`src/rtl/rv32_pkg.sv`:
```
// Shared RV32 writeback types: widths, register index, pending-entry record
// and the EMPTY/FULL state encoding of the writeback slot.
package rv32_pkg;

  localparam int XLEN      = 32;
  localparam int REG_COUNT = 32;

  typedef logic [4:0] reg_index_t;

  typedef struct packed {
    logic            valid;
    reg_index_t      rd;
    logic [XLEN-1:0] data;
    logic            we;
  } wb_entry_t;

  typedef enum logic {
    WB_EMPTY = 1'b0,
    WB_FULL  = 1'b1
  } wb_state_t;

endpackage

```
`src/rtl/register_file.sv`:
```
// Integer register file: two asynchronous read ports, one synchronous write
// port, x0 hardwired to zero, synchronous active-high reset of x1..x31.
module register_file
  import rv32_pkg::*;
(
  input  logic            clk,
  input  logic            rst,
  input  logic            we,
  input  reg_index_t      waddr,
  input  logic [XLEN-1:0] wdata,
  input  reg_index_t      raddr1,
  input  reg_index_t      raddr2,
  output logic [XLEN-1:0] rdata1,
  output logic [XLEN-1:0] rdata2
);

  // x0 has no storage at all.
  logic [XLEN-1:0] regs [1:REG_COUNT-1];

  always_ff @(posedge clk) begin
    if (rst) begin
      for (int i = 1; i < REG_COUNT; i++) regs[i] <= '0;
    end else if (we && waddr != '0) begin
      regs[waddr] <= wdata;
    end
  end

  assign rdata1 = (raddr1 == '0) ? '0 : regs[raddr1];
  assign rdata2 = (raddr2 == '0) ? '0 : regs[raddr2];

endmodule

```
`src/rtl/writeback_unit.sv`:
```
// Single-entry writeback stage with operand bypass to decode and an optional
// 64-bit retired-instruction counter (enabled by defining WB_INSTRET_EN).
//
// Handshake: a result transfers on a rising edge when ex_valid & ex_ready;
// ex_ready depends only on wb_stall, never on ex_valid, and flush discards
// the transfer of that same edge.
module writeback_unit
  import rv32_pkg::*;
(
  input  logic            clk,
  input  logic            rst,
  input  logic            ex_valid,
  output logic            ex_ready,
  input  reg_index_t      rd_index,
  input  logic [XLEN-1:0] result,
  input  logic            need_write_rd,
  input  logic            wb_stall,
  input  logic            flush,
  input  reg_index_t      rs1_index,
  input  reg_index_t      rs2_index,
  output logic [XLEN-1:0] rs1_data,
  output logic [XLEN-1:0] rs2_data,
  output logic            wb_valid,
  output reg_index_t      wb_rd_index,
  output logic [XLEN-1:0] wb_data,
  output logic            wb_we,
  output logic [63:0]     instret
);

  wb_entry_t       entry_q, entry_d;
  wb_state_t       state;
  logic            commit;
  logic            capture;
  logic [XLEN-1:0] rf_rdata1, rf_rdata2;

  assign state    = entry_q.valid ? WB_FULL : WB_EMPTY;
  assign ex_ready = ~wb_stall;
  assign capture  = ex_valid & ex_ready & ~flush;
  assign commit   = (state == WB_FULL) & ~wb_stall & ~flush;

  always_ff @(posedge clk) begin
    if (rst) entry_q <= '0;
    else     entry_q <= entry_d;
  end

  // Flush beats stall, stall beats capture; a commit frees the slot unless
  // a new result refills it on the same edge.
  always_comb begin
    entry_d = entry_q;
    if (flush) begin
      entry_d.valid = 1'b0;
    end else if (!wb_stall) begin
      entry_d.valid = capture;
      if (capture) begin
        entry_d.rd   = rd_index;
        entry_d.data = result;
        entry_d.we   = need_write_rd & (rd_index != '0);
      end
    end
  end

  register_file u_rf (
    .clk    (clk),
    .rst    (rst),
    .we     (commit & entry_q.we),
    .waddr  (entry_q.rd),
    .wdata  (entry_q.data),
    .raddr1 (rs1_index),
    .raddr2 (rs2_index),
    .rdata1 (rf_rdata1),
    .rdata2 (rf_rdata2)
  );

  assign wb_valid    = commit;
  assign wb_we       = commit & entry_q.we;
  assign wb_rd_index = commit ? entry_q.rd : '0;
  assign wb_data     = commit ? entry_q.data : '0;

  // A stalled entry is still the youngest value for its register.
  function automatic logic [XLEN-1:0] bypass(input reg_index_t idx,
                                             input logic [XLEN-1:0] rf_val);
    if (idx == '0)                                        return '0;
    else if (entry_q.valid && entry_q.we && entry_q.rd == idx) return entry_q.data;
    else                                                  return rf_val;
  endfunction

  assign rs1_data = bypass(rs1_index, rf_rdata1);
  assign rs2_data = bypass(rs2_index, rf_rdata2);

`ifdef WB_INSTRET_EN
  logic [63:0] instret_q;

  always_ff @(posedge clk) begin
    if (rst)         instret_q <= '0;
    else if (commit) instret_q <= instret_q + 64'd1;
  end

  assign instret = instret_q;
`else
  assign instret = '0;
`endif

endmodule

```
`config.mk`:
```
export PLATFORM = sky130hd
export DESIGN_NAME = writeback_unit
export DESIGN_NICKNAME = d
export VERILOG_FILES = /design/src/rtl/rv32_pkg.sv /design/src/rtl/register_file.sv /design/src/rtl/writeback_unit.sv
export SDC_FILE = /design/constraint.sdc
export NUM_CORES = 2
export LEC_CHECK = 0
export BUFFER_PORTS_ARGS = -buffer_cell sky130_fd_sc_hd__clkbuf_2
export CAP_MARGIN = 25
export CORE_MARGIN = 1
export CORE_UTILIZATION = 30
export CTS_CLUSTER_SIZE = 24
export DETAILED_ROUTE_END_ITERATION = 8
export GPL_TIMING_DRIVEN = 0
export PLACE_DENSITY_LB_ADDON = 0.25
export SLEW_MARGIN = 10
export SYNTH_ARGS = -nofsm -noshare
export SYNTH_HDL_FRONTEND = slang
export SYNTH_SLANG_ARGS = --single-unit
export TNS_END_PERCENT = 100
```
`constraint.sdc`:
```
create_clock -name clk -period 3.3 [get_ports clk]
set_clock_uncertainty 0.1 [all_clocks]
set_input_delay 0.33 -clock clk [delete_from_list [all_inputs] [get_ports clk]]
set_output_delay 0.33 -clock clk [all_outputs]
set_load 0.005 [all_outputs]
```
# Word-level counts from Yosys, hierarchy flattened
# Memories as Yosys holds them, arrays and structs flattened.
# Cells that the tools add are included.
# word_totals
mem_count,1
reg_bits,39
out_inout_bits,168
ram_bits,992
# op_classes
eq_ne,2
bitwise_logic,8
reduce_logical,11
muxes,15
# mem_list
name,depth,word_bits,read_ports,rd_ports_with_merged_regs,wr,line,source
u_rf.regs,31,32,2,0,31,register_file.sv:18,logic [XLEN-1:0] regs [1:REG_COUNT-1];
# ops
operator,n
$mux 32,6
$reduce_or 32->1,1
$eq 5x5->1,2
$logic_not 5->1,2
$mux 5,2
$reduce_bool 5->1,2
$mux 1,7
$and 1x1->1,6
$logic_and 1x1->1,4
$reduce_and 3->1,1
$not 1->1,2
$reduce_or 2->1,1

# Depth between registers and ports, before layout
# depth
depth_word,10
depth_mapped,10

# By module
# A second synthesis with hierarchy kept.
# hier_totals
hier_cells,4294
area_unflattened_um2,58018.1
# by_module_without_submodules
module,seq_area_each_um2,cells_per_inst,area_per_inst_um2,instances
register_file,30749.5,3765,54631.1,1
writeback_unit,780.7,529,3387.0,1

# Worst setup path after synthesis
# No wires, ideal clock.
# synth_path
kind,input to output
start,in rs1_index[0]
end,out rs1_data[10]
arrival_ns,1.989
stages,8
required_time_ns,2.870
setup_slack_ns,0.881
cell_sequence,buf_6 -> buf_6 -> buf_6 -> buf_2 -> mux4_2 -> a22oi_1 -> a21oi_1 -> a22o_1
# synth_between
elab_chain_len,4
word_cells_on_any_way,6
# synth_rtl
item,line,source
from (decl),writeback_unit.sv:19,"input reg_index_t rs1_index,"
"parallel branches: the longest is 3 deep, another holds $mem_v2 31x32",n/a,
$mux 32 *,writeback_unit.sv:82,if (idx == '0) return '0;
to (decl),writeback_unit.sv:21,"output logic [XLEN-1:0] rs1_data,"
# Every way passes the cells marked *.

# Final worst setup path
# layout_path
start,in rs2_index[1]
end,out rs2_data[30]
# layout_between
elab_chain_len,4
word_cells_on_any_way,6
# layout_rtl
item,line,source
from (decl),writeback_unit.sv:20,"input reg_index_t rs2_index,"
"parallel branches: the longest is 3 deep, another holds $mem_v2 31x32",n/a,
$mux 32 *,writeback_unit.sv:82,
to (decl),writeback_unit.sv:22,"output logic [XLEN-1:0] rs2_data,"
# Marks and branches as above.

==> metrics.txt <==
Synth Area in Simple Gates 0.132; DRC viols 16; Initial DRC Count 5428; worst path cell trace buf_2, clkbuf_2, buf_4, mux4_2, a22oi_1, a21oi_1, a211o_1, clkbuf_2; placeable core area 0.188 mm²; Layout fillers 18100; Worst Path Arrival 3.03 ns; clock sinks 1063; initial antenna violation count 17; Netlist Area Pre-Place 0.0569 mm²; Area contributors post-synth edfxtp_1, mux4_2, and2_1; kind of critical path in2out; fin nets 4559; Die ar. 0.192 mm²; total number of vias 40200; count of standard-cell rows 159; fraction of registers with async set/reset 0; unrepaired setup endpoints after global routing yes; Die H 438 µm; max_cap viols 0; Synth Area in Adders 0; endpoints failing hold 0; CP Data Required Time 2.87 ns; Leak 24.9 nW; area grow syn2layout 20.0%; Setup WS pre-CTS -1.30 ns; placed cell count 6806; post-synthesis mux area share 0.204; Routed Antenna Nets 0; first-pass GRT wire length 342000 µm; Max rail drop VDD 0.442 mV; fin crit period 3.46 ns; final wirelength 259000 µm; pwr/cell area 486 mW/mm²; total CTS buffers 116; most common cell in the netlist edfxtp_1; max_slew headroom 0.148; Starting Density 0.303; Clock Latency Late Sink 0.78 ns; area leader, netlist edfxtp_1; Worst path top cell family by delay buffers and inverters; Synth top area share 0.540; Die Wd 438 µm; CP dominant cell by count clkbuf_2; Synth Area in Compound Gates 0.0663; failing checks design-rule violations, negative setup slack; detailed placement HPWL 188000 µm; flops & latches, synth 1063; average wire per cell in the routed design 36.4 µm; Max H-tree Level 3; critical path capture point type primary output; Max Clock Freq 289 MHz; Layout Cells excl Fill 7107; slack of the critical path -0.164 ns; worst min-delay path category in2reg; port bufs 148; Post-Syn Area per Cell 14.2 µm²; I/O pins 221; outcome complete, but fails checks; most instantiated cells after synthesis edfxtp_1, and2_1, mux4_2; Slowest Stage Delay on Critical Path 0.52 ns; critical path's slowest cell a22oi_1; Total GRT Usage 0.265; synth warn 0; CTS tree yes; Final Cycle Share 1.05; part of the Yosys area used for sequential elements 0.554; Yosys cell types 53; Placer Congestion 1.04; CP startpoint kind input port; layout cells sized above 1 0.283; largest family of logic cells by synthesized area multiplexers; Root Driver clkbuf_16; Cells after Synth 4010; Slew Limit Fails 0; Tightest Pin Transition 1.28 ns; largest net degree at the start of global routing 33; XOR/XNOR Fraction of Synth Area 0.00154; total gr overflow 0; final setup fails 94; Pwr Total 33.2 mW; Max FO, Critical Path 10; dominant synthesized flop cell edfxtp_1; Post-synth EDFFs 1024; drt via density 5.66; first drt pass iteration count 7; worst-case clock buffer depth 3; Clock transition at path regs 0.06 ns; number of global-route vias before repair 39000; Worst Path Buf+Inv 4
==> kinds of logic (layout without fill, tap and decap cells) <==
family                    count (synthesis)  after routing
buffers and inverters                   502            990
other                                     1            104
and+or+nand+nor                        1264           1275
AOI/OAI and AO/OA                       507            507
DFF                                    1063           1063
muxes                                   663            663
xor gates and xnor gates                 10             10
==> metal layers <==
metal | global-route usage | share of wire | vias up
li1 | - | - | 16200
met1 | 0.322 | 0.36 | 20900
met2 | 0.406 | 0.44 | 2485
met3 | 0.0590 | 0.098 | 619
met4 | 0.208 | 0.094 | 6
met5 | 0 | 0.00020 | -
==> area by class of cell <==
type	count	area, µm²	share of cell area
diodes	8	20.0	0.000293
plain buffers	488	3000	0.0439
clock buffers	139	2990	0.0437
clock inverters	77	731	0.0107
inverters	5	20.0	0.000293
multi-input cells	2551	24700	0.361
flip-flops and latches	1063	31500	0.462
well taps	2495	3120	0.0457
repair buffers	281	2240	0.0328
==> cell usage in the layout (no fill, tap or decap), types with 19 or more instances in the layout <==
master,synthesis,final
and2_1,997,997
or2_2,34,23
edfxtp_1,1024,1024
o221ai_1,39,26
and3_1,38,38
or2_4,0,22
o22ai_1,31,31
buf_8,0,28
mux4_2,397,397
a21oi_2,0,21
clkinv_1,1,26
dfxtp_1,39,34
clkbuf_1,321,252
buf_4,89,128
o211ai_1,19,19
a21oi_1,138,114
clkbuf_16,0,120
dlygate4sd3_1,0,42
conb_1,1,96
buf_6,12,47
a22oi_1,118,104
clkbuf_2,1,200
a22o_1,62,50
buf_2,63,38
nand2_1,95,94
buf_12,0,26
mux2i_1,262,245
a2111oi_4,0,22
clkinv_2,0,22
nor2_2,0,23
==> state kept, by name, indices dropped and copies added (netlist names) <==
signal / cells
u_rf.regs: 1024
entry_q: 39
==> timing repair <==
action / CTS / global route
endpoints found under the hold margin: 39 / 0
buffers inserted: 27 / 5
setup endpoints to repair: 1645 / 1385
gates resized for setup: 414 / 143
hold buffers: 42 / 0
gates cloned: 13 / 1
pin swaps: 52 / 38
==> report_power, final <==
group	total (mW)	internal [mW]	switching, mW
registers	15.5	15.2	0.303
clock network	13.3	7.32	5.95
logic	4.42	1.62	2.80
total	33.2	24.1	9.05
==> final timing paths <==
| path | startpoint | endpoint | slack (ns) | cells past startpoint |
|---|---|---|---|---|
| min reg2reg | entry_q[0] | entry_q[0] | 0.40 | 2 |
| max reg2reg | entry_q[38] | u_rf.regs[30][24] | -0.07 | 6 |
| max | rs2_index[1] | rs2_data[30] | -0.16 | 8 |
| min | rst | entry_q[9] | 0.11 | 3 |
==> worst register-to-register path, cell delays in order, from the launching register on <==
cell      delay [ns]
dfxtp_1         0.42
nand2_1         0.19
nor4_4          0.53
nand2_1         0.54
nor2_2          0.55
clkbuf_1        0.64
and2_1          0.23
==> metrics by stage <==
step	instance area (µm²)	utilization	hold slack [ns]	setup TNS (ns)
after detailed placement	61900	0.329	0.378	-1154.57
after global routing	68300	0.363	0.134	-1.95
after global placement	61100	0.325	0.380	-1296.02
after CTS	67800	0.360	0.0908	-92.45
after floorplan	57300	-	0.350	0
final	68300	0.363	0.110	-3.66
(Power assumes the default switching activity.)
